[src/rtl/id_entry_pkg.sv]
// Shared types and character helpers for the id_entry text editor.
package id_entry_pkg;

    localparam int unsigned CHAR_W = 4;
    localparam logic [CHAR_W-1:0] CHAR_BLANK     = 4'hA;
    localparam logic [CHAR_W-1:0] CHAR_MAX_DIGIT = 4'h9;

    typedef enum logic [1:0] {
        IDLE   = 2'd0,
        EDIT   = 2'd1,
        COMMIT = 2'd2
    } state_t;

    // Character cycle 0..9, blank, back to 0; blank and any invalid code go to 0.
    function automatic logic [CHAR_W-1:0] char_step(input logic [CHAR_W-1:0] c);
        if (c < CHAR_MAX_DIGIT) begin
            return c + 4'd1;
        end else if (c == CHAR_MAX_DIGIT) begin
            return CHAR_BLANK;
        end
        return '0;
    endfunction

endpackage

[src/rtl/key_debounce.sv]
// Raw button -> 2-flop synchroniser -> tick-sampled debouncer -> one-clk press pulse.
module key_debounce #(
    parameter int unsigned DEB_SAMPLES = 3
) (
    input  logic clk,
    input  logic reset,
    input  logic tick,
    input  logic btn,
    output logic press
);

    localparam int unsigned CNT_W = $clog2(DEB_SAMPLES + 1);

    logic [1:0]       sync_q;
    logic             stable_q;
    logic [CNT_W-1:0] cnt_q;
    logic             accept;

    // The level flips only on the last of DEB_SAMPLES samples that all differ from it.
    always_comb begin
        accept = tick && (sync_q[1] != stable_q) && (cnt_q == CNT_W'(DEB_SAMPLES - 1));
    end

    always_ff @(posedge clk or posedge reset) begin
        if (reset) begin
            sync_q   <= '0;
            stable_q <= 1'b0;
            cnt_q    <= '0;
            press    <= 1'b0;
        end else begin
            sync_q <= {sync_q[0], btn};
            press  <= 1'b0;
            if (tick) begin
                if (sync_q[1] == stable_q) begin
                    cnt_q <= '0;
                end else if (accept) begin
                    stable_q <= sync_q[1];
                    cnt_q    <= '0;
                    press    <= sync_q[1];
                end else begin
                    cnt_q <= cnt_q + CNT_W'(1);
                end
            end
        end
    end

endmodule

[src/rtl/id_entry.sv]
// Three-button text editor: edits a buffer copy of text and publishes it with a ld pulse.
// Define ID_ENTRY_AUTOCOMMIT_EN to auto-commit after TIMEOUT_TICKS idle ticks in EDIT.
module id_entry
    import id_entry_pkg::*;
#(
    parameter int unsigned           N_DIGITS      = 11,
    parameter logic [4*N_DIGITS-1:0] TEXT_INIT     = 44'haaa32202008,
    parameter int unsigned           DEB_SAMPLES   = 3,
    parameter int unsigned           TIMEOUT_TICKS = 4000
) (
    input  logic                  clk,
    input  logic                  reset,
    input  logic                  tick,
    input  logic                  btn_inc,
    input  logic                  btn_next,
    input  logic                  btn_commit,
    output logic [4*N_DIGITS-1:0] text,
    output logic                  ld,
    output logic                  editing,
    output logic [3:0]            cursor,
    output logic [3:0]            cur_digit
);

    localparam int unsigned TW = CHAR_W * N_DIGITS;

    logic p_inc, p_next, p_commit;
    logic timeout;

    state_t          state_q, state_d;
    logic [TW-1:0]   ebuf_q, ebuf_d;
    logic [TW-1:0]   text_d;
    logic            ld_d;
    logic            editing_d;
    logic [3:0]      cursor_d;
    logic [3:0]      cur_digit_d;

    key_debounce #(.DEB_SAMPLES(DEB_SAMPLES)) u_deb_inc (
        .clk(clk), .reset(reset), .tick(tick), .btn(btn_inc), .press(p_inc)
    );
    key_debounce #(.DEB_SAMPLES(DEB_SAMPLES)) u_deb_next (
        .clk(clk), .reset(reset), .tick(tick), .btn(btn_next), .press(p_next)
    );
    key_debounce #(.DEB_SAMPLES(DEB_SAMPLES)) u_deb_commit (
        .clk(clk), .reset(reset), .tick(tick), .btn(btn_commit), .press(p_commit)
    );

`ifdef ID_ENTRY_AUTOCOMMIT_EN
    localparam int unsigned TMO_W = $clog2(TIMEOUT_TICKS + 1);

    logic [TMO_W-1:0] tmo_q;
    logic             any_press;

    always_comb begin
        any_press = p_inc | p_next | p_commit;
        timeout   = (state_q == EDIT) && tick && !any_press
                    && (tmo_q == TMO_W'(TIMEOUT_TICKS - 1));
    end

    // Idle-tick counter, live only in EDIT and restarted by any press.
    always_ff @(posedge clk or posedge reset) begin
        if (reset) begin
            tmo_q <= '0;
        end else if ((state_q != EDIT) || any_press) begin
            tmo_q <= '0;
        end else if (tick) begin
            tmo_q <= tmo_q + TMO_W'(1);
        end
    end
`else
    assign timeout = 1'b0;
`endif

    // Next state; commit outranks next, next outranks inc.
    always_comb begin
        state_d     = state_q;
        ebuf_d      = ebuf_q;
        text_d      = text;
        ld_d        = 1'b0;
        cursor_d    = cursor;
        cur_digit_d = '0;
        case (state_q)
            IDLE: begin
                if (p_next) begin
                    state_d  = EDIT;
                    ebuf_d   = text;
                    cursor_d = '0;
                end
            end
            EDIT: begin
                if (p_commit || timeout) begin
                    state_d = COMMIT;
                    text_d  = ebuf_q;
                    ld_d    = 1'b1;
                end else if (p_next) begin
                    cursor_d = (cursor == 4'(N_DIGITS - 1)) ? 4'd0 : cursor + 4'd1;
                end else if (p_inc) begin
                    for (int unsigned i = 0; i < N_DIGITS; i++) begin
                        if (cursor == 4'(i)) begin
                            ebuf_d[(N_DIGITS-1-i)*CHAR_W +: CHAR_W] =
                                char_step(ebuf_q[(N_DIGITS-1-i)*CHAR_W +: CHAR_W]);
                        end
                    end
                end
            end
            COMMIT: begin
                state_d  = IDLE;
                cursor_d = '0;
            end
            default: begin
                state_d  = IDLE;
                cursor_d = '0;
            end
        endcase
        editing_d = (state_d == EDIT);
        for (int unsigned i = 0; i < N_DIGITS; i++) begin
            if (cursor_d == 4'(i)) begin
                cur_digit_d = ebuf_d[(N_DIGITS-1-i)*CHAR_W +: CHAR_W];
            end
        end
    end

    always_ff @(posedge clk or posedge reset) begin
        if (reset) begin
            state_q   <= IDLE;
            ebuf_q    <= TEXT_INIT;
            text      <= TEXT_INIT;
            ld        <= 1'b0;
            editing   <= 1'b0;
            cursor    <= '0;
            cur_digit <= TEXT_INIT[TW-1 -: CHAR_W];
        end else begin
            state_q   <= state_d;
            ebuf_q    <= ebuf_d;
            text      <= text_d;
            ld        <= ld_d;
            editing   <= editing_d;
            cursor    <= cursor_d;
            cur_digit <= cur_digit_d;
        end
    end

endmodule

[config.mk]
export PLATFORM = sky130hd
export DESIGN_NAME = id_entry
export DESIGN_NICKNAME = d
export VERILOG_FILES = /design/src/rtl/id_entry_pkg.sv /design/src/rtl/key_debounce.sv /design/src/rtl/id_entry.sv
export SDC_FILE = /design/constraint.sdc
export NUM_CORES = 1
export LEC_CHECK = 0
export ABC_AREA = 0
export CAP_MARGIN = 20
export CORE_MARGIN = 3
export CORE_UTILIZATION = 40
export DETAILED_ROUTE_END_ITERATION = 8
export SETUP_SLACK_MARGIN = 0.3
export SKIP_LAST_GASP = 1
export SLEW_MARGIN = 40
export SYNTH_ARGS = -nofsm -noshare
export SYNTH_HDL_FRONTEND = slang
export SYNTH_HIERARCHICAL = 1
export SYNTH_SLANG_ARGS = --single-unit
export TNS_END_PERCENT = 5
[constraint.sdc]
create_clock -name clk -period 2.8 [get_ports clk]
set_input_delay 0.28 -clock clk [delete_from_list [all_inputs] [get_ports clk]]
set_output_delay 0.28 -clock clk [all_outputs]
set_load 0.05 [all_outputs]
**After elaboration in Yosys (flattened, before gate mapping)**

Cells that the tools add are included.

- Register bits after elaboration: 118
- Output and inout bits: 54
- RAM bits: 0
- Memories kept: 0
- Bits in read-only memories: 0
- Word-level logic and storage cells: 265
- Bits in latches: 0
- Bits of input ports: 6

- Shift-type cells: 0
- Reduce and logical (&&, ||, !) cells: 13
- Add/sub/neg operators: 15
- Div/mod/pow operators: 0
- Bitwise logic cells: 3
- Mux-type cells: 162
- Magnitude comparators: 11
- Multiply operators: 0
- Equality and inequality tests: 42

Operator list:

| kind | count |
|---|---|
| $mux W4 | 59 |
| $mux W44 | 4 |
| $mux W1 | 88 |
| $pmux W44 S2 | 1 |
| $eq A4 B4 Y1 const B | 17 |
| $add A4 B1 Y4 const B | 12 |
| $lt A4 B4 Y1 const B | 11 |
| $eq A4 B3 Y1 const B | 8 |
| $eq A4 B2 Y1 const B | 4 |
| $mux W2 | 8 |
| $reduce_and A3 Y1 | 3 |
| $eq A4 B1 Y1 const B | 2 |
| $logic_not A4 Y1 | 2 |
| $pmux W4 S2 | 1 |
| $add A2 B1 Y2 const B | 3 |
| $eq A2 B2 Y1 const B | 3 |
| $logic_and A1 B1 Y1 | 6 |
| $eq A2 B1 Y1 const B | 2 |
| $pmux W2 S2 | 1 |
| $eq A1 B1 Y1 | 3 |
| $ne A1 B1 Y1 | 3 |
| $not A1 Y1 | 3 |
| $logic_not A2 Y1 | 1 |
| $reduce_and A2 Y1 | 1 |

**Logic depth before layout (Yosys ltp)**

Gate-level depths: netlist of run 1.

- Word-level depth: 25
- Mapped depth: 11
- Depth with buffers taken out: 9

**Hierarchy**

Netlist of run 1, hierarchy kept.

Modules (own cells, without submodules):

| module | area each (µm²) | times used | cells an instance | seq. area each (µm²) |
|---|---|---|---|---|
| id_entry | 6470.0 | 1 | 744 | 2534.9 |
| key_debounce | 225.2 | 3 | 17 | 150.1 |

**Least setup slack after synthesis of run 1**

No wires, ideal clock.

- Kind: register to register
- Start point: reg cursor[2]
- End point: reg cur_digit[3]
- Setup time: 89 ps
- Clock period less this slack: 2694 ps
- Setup slack: 106 ps
- Arrival: 2605 ps
- Path buffers: 2
- Stages on the path, launching flop included: 10
- Required time: 2711 ps
- Cells stage by stage: dfrtp_1 > buf_2 > or4b_1 > buf_2 > nor2_4 > nand4_1 > a311oi_2 > o22ai_1 > a22o_1 > o32ai_2

- Elaborated cells between the ends (all ways): 54
- Classes of those cells: add/sub: 1; eq/ne: 20; mux: 31; reduce/logical: 2

RTL lines:

| item | line | source |
|---|---|---|
| start: declaration | id_entry.sv:20 | `output logic [3:0] cursor,` |
| start signal: assignment | id_entry.sv:137 | `cursor <= cursor_d;` |
| $eq A4 B3 Y1 | id_entry.sv:98 | `if (cursor == 4'(i)) begin` |
| $mux W4 | id_entry.sv:98 |  |
| $mux W44 | id_entry.sv:96 | `end else if (p_inc) begin` |
| $mux W44 | id_entry.sv:94 | `end else if (p_next) begin` |
| $mux W44 | id_entry.sv:90 | `if (p_commit \|\| timeout) begin` |
| $pmux W44 S2 | id_entry.sv:81 | `case (state_q)` |
| named net ebuf_d[15] | id_entry.sv:30 | `logic [TW-1:0] ebuf_q, ebuf_d;` |
| $mux W4 (4 in series) | id_entry.sv:116 | `if (cursor_d == 4'(i)) begin` |
| named net cur_digit_d[3] | id_entry.sv:35 | `logic [3:0] cur_digit_d;` |
| end signal: assignment | id_entry.sv:130 | `cur_digit <= TEXT_INIT[TW-1 -: CHAR_W];` |
| end signal: assignment | id_entry.sv:138 | `cur_digit <= cur_digit_d;` |
| end: declaration | id_entry.sv:21 | `output logic [3:0] cur_digit` |

The timed path passes the listed nets, and every way through them passes these cells.
A chain may end at the register's enable or synchronous reset.

**Worst setup path after layout of run 1**

- Start point: reg u_deb_next.press
- End point: reg cur_digit[3]

- Elaborated cells between the ends (all ways): 30
- Classes of those cells: eq/ne: 10; mux: 19; reduce/logical: 1

RTL lines:

| item | line | source |
|---|---|---|
| start: declaration | key_debounce.sv:9 | `output logic press` |
| start signal: assignment | key_debounce.sv:39 | `press <= sync_q[1];` |
| $mux W44 | id_entry.sv:94 |  |
| $mux W44 | id_entry.sv:90 |  |
| $pmux W44 S2 (*) | id_entry.sv:81 |  |
| named net ebuf_d[43] | id_entry.sv:30 |  |
| $mux W4 (*) (11 in series) | id_entry.sv:116 |  |
| named net cur_digit_d[3] | id_entry.sv:35 |  |

Mark *: on every way through the listed nets, which the timed path passes. The rest lies on a longest branch.

==> results of run 1 <==
## worst max-delay path by stage
stage	endpoint	depth (start not counted)	start
3_5_place_dp	cur_digit[3]$_DFF_PP1_	7	u_deb_next/press$_DFF_PP0_
6_report	cur_digit[3]$_DFF_PP1_	10	u_deb_next/press$_DFF_PP0_
5_1_grt	cur_digit[1]$_DFF_PP1_	9	u_deb_next/press$_DFF_PP0_
2_1_floorplan	cur_digit[3]$_DFF_PP1_	9	cursor[2]$_DFF_PP0_
4_1_cts	cur_digit[3]$_DFF_PP1_	7	cursor[2]$_DFF_PP0_
3_3_place_gp	cur_digit[1]$_DFF_PP1_	7	u_deb_next/press$_DFF_PP0_
## final cells by class
type                       instances  area [µm²]
multi-input combinational        569        3980
sequential                       118        3000
fill                            1597        8190
clock inverter                    13         203
timing repair buffer             122        1100
inverter                          57         220
tap                              225         282
clock buffer                      19         453
## cells in the mapped netlist (5+ instances only)
master	count
a221oi_1	5
nand4_1	7
buf_1	8
a211oi_1	9
a211o_1	5
a221o_1	5
nor2b_1	9
nor3b_1	9
nand2_1	103
dfstp_2	26
a31oi_1	16
nand3b_1	11
o21ai_0	71
dfrtp_1	92
nor3_1	9
a22oi_1	14
ha_1	33
buf_2	8
o22a_1	9
inv_1	56
o22ai_1	21
o31ai_1	5
clkbuf_1	34
nor4b_1	5
nor2_1	42
o211ai_1	14
nand3_1	11
o21ai_1	7
mux2_2	6
a32oi_1	5
a21oi_1	28
nand2b_1	12
## through the flow
step / hold slack, ps / cells / area, µm² / power (mW) / setup WS (ps)
5_1_grt: 216 / 1123 / 9230 / 7.88 / 208
6_report: 199 / 1123 / 9230 / 7.52 / 252
3_5_place_dp: 341 / 1075 / 8190 / 4.85 / 71.3
2_1_floorplan: 71.0 / 795 / 7150 / 3.96 / 106
3_3_place_gp: 336 / 1075 / 8190 / 4.81 / 138
4_1_cts: 204 / 1116 / 8970 / 7.38 / 294
## flip-flops by register name, indices dropped and copies added (netlist names), 2 cells and up
register	cells
state_q	2
u_deb_next/sync_q	2
u_deb_commit/cnt_q	2
ebuf_q	44
u_deb_inc/cnt_q	2
u_deb_inc/sync_q	2
text	44
u_deb_commit/sync_q	2
u_deb_next/cnt_q	2
cursor	4
cur_digit	4
## logic make-up (layout without fill, tap and decap cells)
group                      Yosys count  in the layout  synth area share [%]
AOI/OAI and AO/OA                  270            270                  26.1
xor gates and xnor gates             4              4                 0.490
adders and majority gates           33             33                  5.78
buffers and inverters              108            211                  5.92
DFF                                118            118                  41.8
muxes                                7              7                  1.09
and+or+nand+nor                    255            255                  18.9
## repair_timing
action                                  CTS  global route
buffers inserted                          9             7
pin swaps                                 8            19
gates resized for setup                  21            44
endpoints found under the setup margin    4             4
## layout by cell type, fill, tap and decap left out, types with 7 or more instances in the layout
master	count
nand3_1	11
nor2b_1	7
dfrtp_1	84
nand2_1	102
clkdlybuf4s50_1	59
a21oi_1	27
nand4_1	7
a22oi_1	14
nor3b_1	7
o22a_1	9
buf_4	56
a211oi_1	7
o22ai_1	21
o211ai_1	14
nand2b_1	11
nor2_1	40
dfstp_2	26
clkbuf_16	17
a31oi_1	9
nand3b_1	11
inv_1	54
ha_1	32
o21ai_0	70
dfrtp_2	8
nor3_1	8
## power by group
group          switching [mW]  internal (mW)  total, mW
clock network           0.814           1.62       2.43
registers               0.353           2.02       2.37
logic                    1.68           1.03       2.71
## routing by layer
layer	vias to the layer above	wire length [µm]
met3	45	1190
met5	-	0
li1	3103	-
met1	3321	10300
met4	0	528
met2	235	10900
==> impl_results.md, run 1 <==
* Number of instances in the synthesized netlist at about 800
* Max Slew Vio Count at 0
* Endpoint type of the worst setup path: flip-flop
* Slew at the pin closest to its max-slew limit at 588 ps
* Global placement routability congestion at just under 1
* Setup repair after global routing missed its margin: yes
* Clock tree skew after final layout at roughly 9.1 ps
* Power Dens Cells at about 810 nW/µm²
* Clk root buf: clkbuf_16
* Top fanout value on the critical path at 12
* Arr. time, crit path at 2870 ps
* Half-perimeter wire length of the detailed placement result at between 15000 and 20000 µm
* GR Util met2 at between 30% and 40%
* Layout cells sized above 1 at 22.3%
* Busiest metal layer after global routing: met2
* Leading cell types by total area after synthesis: dfrtp_1 32%, dfstp_2 9.6%, ha_1 5.8%
* Hold WC Path Type: input port to asynchronous set/reset pin
* Initial cell density of the core at about two fifths
* Kind of critical path: flip-flop to flip-flop
* Final Critical Period at 2550 ps
* Vertical extent of the die at ~140 µm
* Total negative slack at 0 ps
* Num CTS Buffers at 17
* Slowest cell on the critical path: dfrtp_2
* Maximum number of pins on one net before global-route repair at 101
* Met3 track demand over resource in global routing at under 10%
* Worst reg-to-reg setup slack at 250 ps
* Share of the clock period used by the worst path after layout at around 91%
* Final routed DRC violation total at 0
* TritonCTS clock tree: done
* Number of maximum-capacitance violations at 0
* Share of flip-flops with an asynchronous set or reset after synthesis at between 90% and 100%
* Antenna Cells at 0
* Post-CTS Hold Fix Bufs at 0
* Critical path cell sequence: buf_6, buf_8, nor2b_2, buf_6, a221o_1, a311oi_2, a221oi_2, nor3b_2, a211oi_2, o32ai_2
* IR drop worst, VDD at 0.000570 V
* Hold Vio Cnt, Final at 0
* Area enclosed by the die boundary at between 15000 and 20000 µm²
* Number of synthesized register bits at around 120
* Critical path startpoint category: flip-flop
* Final core utilization at a little over half
* Clock tree buffer depth at 2
* CP peak stage delay at roughly 470 ps
* Starting DRT DRC Count at 550
* Top-area cell type share of the netlist area at 32.2%
* Mean number of vias per cell at 5.97
* Total Nets Final at slightly above 900
* Number of global-route vias before repair at between 6000 and 7000
* Total iterations of the first detailed-routing run at 5
* Required time at the worst-slack endpoint at around 3100 ps
* Post-DRT Antenna Nets at 0
* Die width at 140 µm
* First-pass GRT wire length at around 37000 µm
* Total wire length after detailed routing at roughly 23000 µm
* Worst-Skew Late Latency at approximately 420 ps
* Synth area leader: dfrtp_1
* PortBufs at roughly 60
* Logic depth of the worst register-to-register path at 10
* Routed via count at 6704
* Number of antenna violations at the first check in global routing at 0
* Yosys warns at 6
* Synthesized net count at roughly 830
* Fmax at approximately 400 MHz
* R2r endpoint: cur_digit[3]$_DFF_PP1_
* Pleak at about 3.8 nW
* Synthesis-to-layout area growth at 29.2%
* Proportion of synthesized chip area in sequential cells at 41.8%
* Core area at about 17000 µm²
* Global-route met1 utilization at approximately a third
* Gr usage total at about a quarter
* Site Rows at 48
* Total global routing overflow at 0
* Number of enable flip-flop cells after synthesis at 0
* Routed len/inst at ~20 µm
* Post-synth top flop: dfrtp_1
* Number of distinct library cells after synthesis at 87
* Sink Count at about 120
* Total buffers and inverters traversed by the critical path at 3
* Cell repeated most along the worst path: buf_6
* Number of levels the H-tree was split into at 4
* Gate family responsible for the most delay along the worst path: compound AO/OA/AOI/OAI gates
* Headroom to the max-slew limit at between 60% and 70%
* Endpoints failing setup at 0
* Result of the run: complete, no violations
* IO Count at 60
* Critical R2R Launch: u_deb_next/press$_DFF_PP0_
* Synth Area per Inst at 8.99 µm²
* Cell area after synthesis at 7150 µm²
* Clock edge transition at the registers on the reported setup and hold paths at roughly 60 ps
No activity file was read; power rests on OpenSTA's default activity.
==> inputs of run 2 (changes only) <==
--- a/config.mk
+++ b/config.mk
@@ -9,6 +9,7 @@
 export CAP_MARGIN = 20
 export CORE_MARGIN = 3
 export CORE_UTILIZATION = 40
+export CTS_CLUSTER_SIZE = 16
 export DETAILED_ROUTE_END_ITERATION = 8
 export SETUP_SLACK_MARGIN = 0.3
 export SKIP_LAST_GASP = 1
==> results of run 2 <==
The final DEF is identical to that of run 1; final timing and power are the same.
==> inputs of run 3 (changes only) <==
==> constraint.sdc (replaced) <==
create_clock -name clk -period 2.5 [get_ports clk]
set_input_delay 0.25 -clock clk [delete_from_list [all_inputs] [get_ports clk]]
set_output_delay 0.25 -clock clk [all_outputs]
set_load 0.05 [all_outputs]
==> impl_results.md, run 3 (synthesis gave the netlist of run 1 again) <==
* Fmax at approximately 410 MHz
* Critical path startpoint category: flip-flop
* R2r endpoint: cur_digit[3]$_DFF_PP1_
* Hold Vio Cnt, Final at 0
* Number of filler instances in the final layout at roughly 1600
* Total iterations of the first detailed-routing run at 6
* PortBufs at 59
* Num CTS Buffers at 17
* Setup repair after global routing missed its margin: yes
* Number of maximum-capacitance violations at 0
* Area enclosed by the die boundary at 19500 µm²
* Routed len/inst at 20.5 µm
* Mean number of vias per cell at 5.86
* Endpoints failing setup at 0
* Clock tree buffer depth at 2
* Worst reg-to-reg setup slack at between 30 and 40 ps
* First-pass GRT wire length at slightly below 40000 µm
* Slowest cell on the critical path: dfrtp_2
* Clock tree skew after final layout at a little over 8 ps
* Logic depth of the worst register-to-register path at 9
* Hold WC Path Type: input port to asynchronous set/reset pin
* Maximum number of pins on one net before global-route repair at 39
* Routed via count at approximately 7000
* Number of antenna violations at the first check in global routing at 0
* Clock edge transition at the registers on the reported setup and hold paths at 60 ps
* Crit path depth at 9
* Highest routed metal layer: met4
* Post-CTS Hold Fix Bufs at 0
* Worst setup path start: u_deb_next/press$_DFF_PP0_
* Share of the clock period used by the worst path after layout at 98.5%
* Clk root buf: clkbuf_16
* CP peak stage delay at approximately 460 ps
* Half-perimeter wire length of the detailed placement result at approximately 18000 µm
* Layout cells sized above 1 at 26.8%
* Final routed DRC violation total at 0
* Total global routing overflow at 0
* Post-placement cell count at around 1100
* Sink Count at roughly 120
* Regs by FF count: ebuf_q (44), text (44)
* Number of levels the H-tree was split into at 4
* Global placement routability congestion at between 0.9 and 1
* Power Dens Cells at between 800 and 900 nW/µm²
* Final Critical Period at about 2500 ps
* Termination of the worst setup path: cur_digit[3]$_DFF_PP1_
* Gate family responsible for the most delay along the worst path: compound AO/OA/AOI/OAI gates
* Total buffers and inverters traversed by the critical path at 2
* Die width at approximately 140 µm
* Number of global-route vias before repair at between 7000 and 8000
* Site Rows at 48
* Critical R2R Launch: u_deb_next/press$_DFF_PP0_
* Result of the run: complete, no violations
* Total wire length after detailed routing at between 20000 and 25000 µm
* Required time at the worst-slack endpoint at approximately 2800 ps
* Leading cell types in the layout, fill and taps excluded: 117 x buf_4, 101 x nand2_1, 89 x dfrtp_1
* Starting DRT DRC Count at between 500 and 600
* Max Slew Vio Count at 0
* Wire length on met3 at between 1000 and 1500 µm
* Post-DRT Antenna Nets at 0
* Synthesis-to-layout area growth at 36.8%
* TritonCTS clock tree: done
* Arr. time, crit path at 2790 ps
* Final total power at roughly 8.6 mW
* Initial cell density of the core at approximately two fifths
* Total Nets Final at between 900 and 1000
* Vertical extent of the die at about 140 µm
* Area occupied by registers at about 3000 µm²
* Critical path cell sequence: buf_6, nor4b_4, buf_4, nand2_2, or4_1, a31oi_1, o22ai_1, a22o_1, o32ai_2
* Detailed-routing wirelength on met1 at about 11000 µm
* Detailed route wirelength on metal2 at 11800 µm
* Antenna Cells at 0
* IR drop worst, VDD at around 0.00057 V
* Top fanout value on the critical path at 7
* Area of the multi-input gates at between 4000 and 5000 µm²
* Commonest non-fill, non-tap cell in the layout: buf_4
* Pleak at about 4.1 nW
* Core area at between 15000 and 20000 µm²
* Slew at the pin closest to its max-slew limit at ~670 ps
* Endpoint type of the worst setup path: flip-flop
* Gr usage total at 25.2%
* Post-route insts no fill at about 1200
* Kind of critical path: flip-flop to flip-flop
* Headroom to the max-slew limit at between 50% and 60%
* Worst-Skew Late Latency at 430 ps
* IO Count at 60
run 3: cell types whose count changed in the layout (fill, tap and decap cells not counted), sizes merged:
cell	before	now
buf	63	129
clkbuf	19	25
clkinv	6	2
bufinv	5	2
clkinvlp	3	4
run 3: metal layers:
layer  up-vias  GRT usage (%)
met3        37           4.33
li1       3233              -
met5         -              0
met4         0           7.96
met1      3438           34.4
met2       256           41.2
run 3: worst min path at each step:
| stage | startpoint | to | slack [ps] | cells after the start |
|---|---|---|---|---|
| after CTS | reset | u_deb_next/sync_q[0]$_DFF_PP0_ | 170 | 2 |
| after global routing | reset | u_deb_inc/cnt_q[1]$_DFFE_PP0P_ | 200 | 2 |
| after global placement | u_deb_next/sync_q[0]$_DFF_PP0_ | u_deb_next/sync_q[1]$_DFF_PP0_ | 340 | 0 |
| final | reset | u_deb_inc/cnt_q[1]$_DFFE_PP0P_ | 190 | 2 |
| after detailed placement | u_deb_inc/sync_q[0]$_DFF_PP0_ | u_deb_inc/sync_q[1]$_DFF_PP0_ | 340 | 0 |
| after floorplan | reset | u_deb_commit/cnt_q[0]$_DFFE_PP0P_ | 40 | 1 |
run 3: power breakdown:
group | internal [mW] | leakage, nW | switching (mW)
clock | 1.62 | 0.292 | 0.905
combinational | 1.40 | 2.38 | 2.01
sequential | 2.26 | 1.46 | 0.373
total | 5.28 | 4.13 | 3.29
run 3: per-stage QoR:
step | hold WS [ps] | TNS, ps | cell area [µm²] | worst slack, ps | utilization (%)
floorplan | 41.0 | -493 | 7150 | -194 | -
finish | 186 | 0 | 9770 | 38.2 | 56.1
global route | 202 | -286 | 9770 | -98.9 | 56.1
detailed placement | 342 | -466 | 8790 | -173 | 50.5
global placement | 339 | -404 | 8790 | -172 | 50.5
CTS | 173 | 0 | 9680 | 63.8 | 55.6
run 3: repair_timing:
action                     CTS  global route
setup buffers               11             2
pin swaps                   34             5
setup endpoints to repair   11             9
gates resized for setup     45            15
run 3: area by class of cell:
type	count	area share [%]
multi-input combinational	569	40.9
sequential	118	30.6
timing repair buffer	188	17.1
clock buffer	25	5.28
tap	225	2.88
inverter	57	2.23
clock inverter	7	0.948
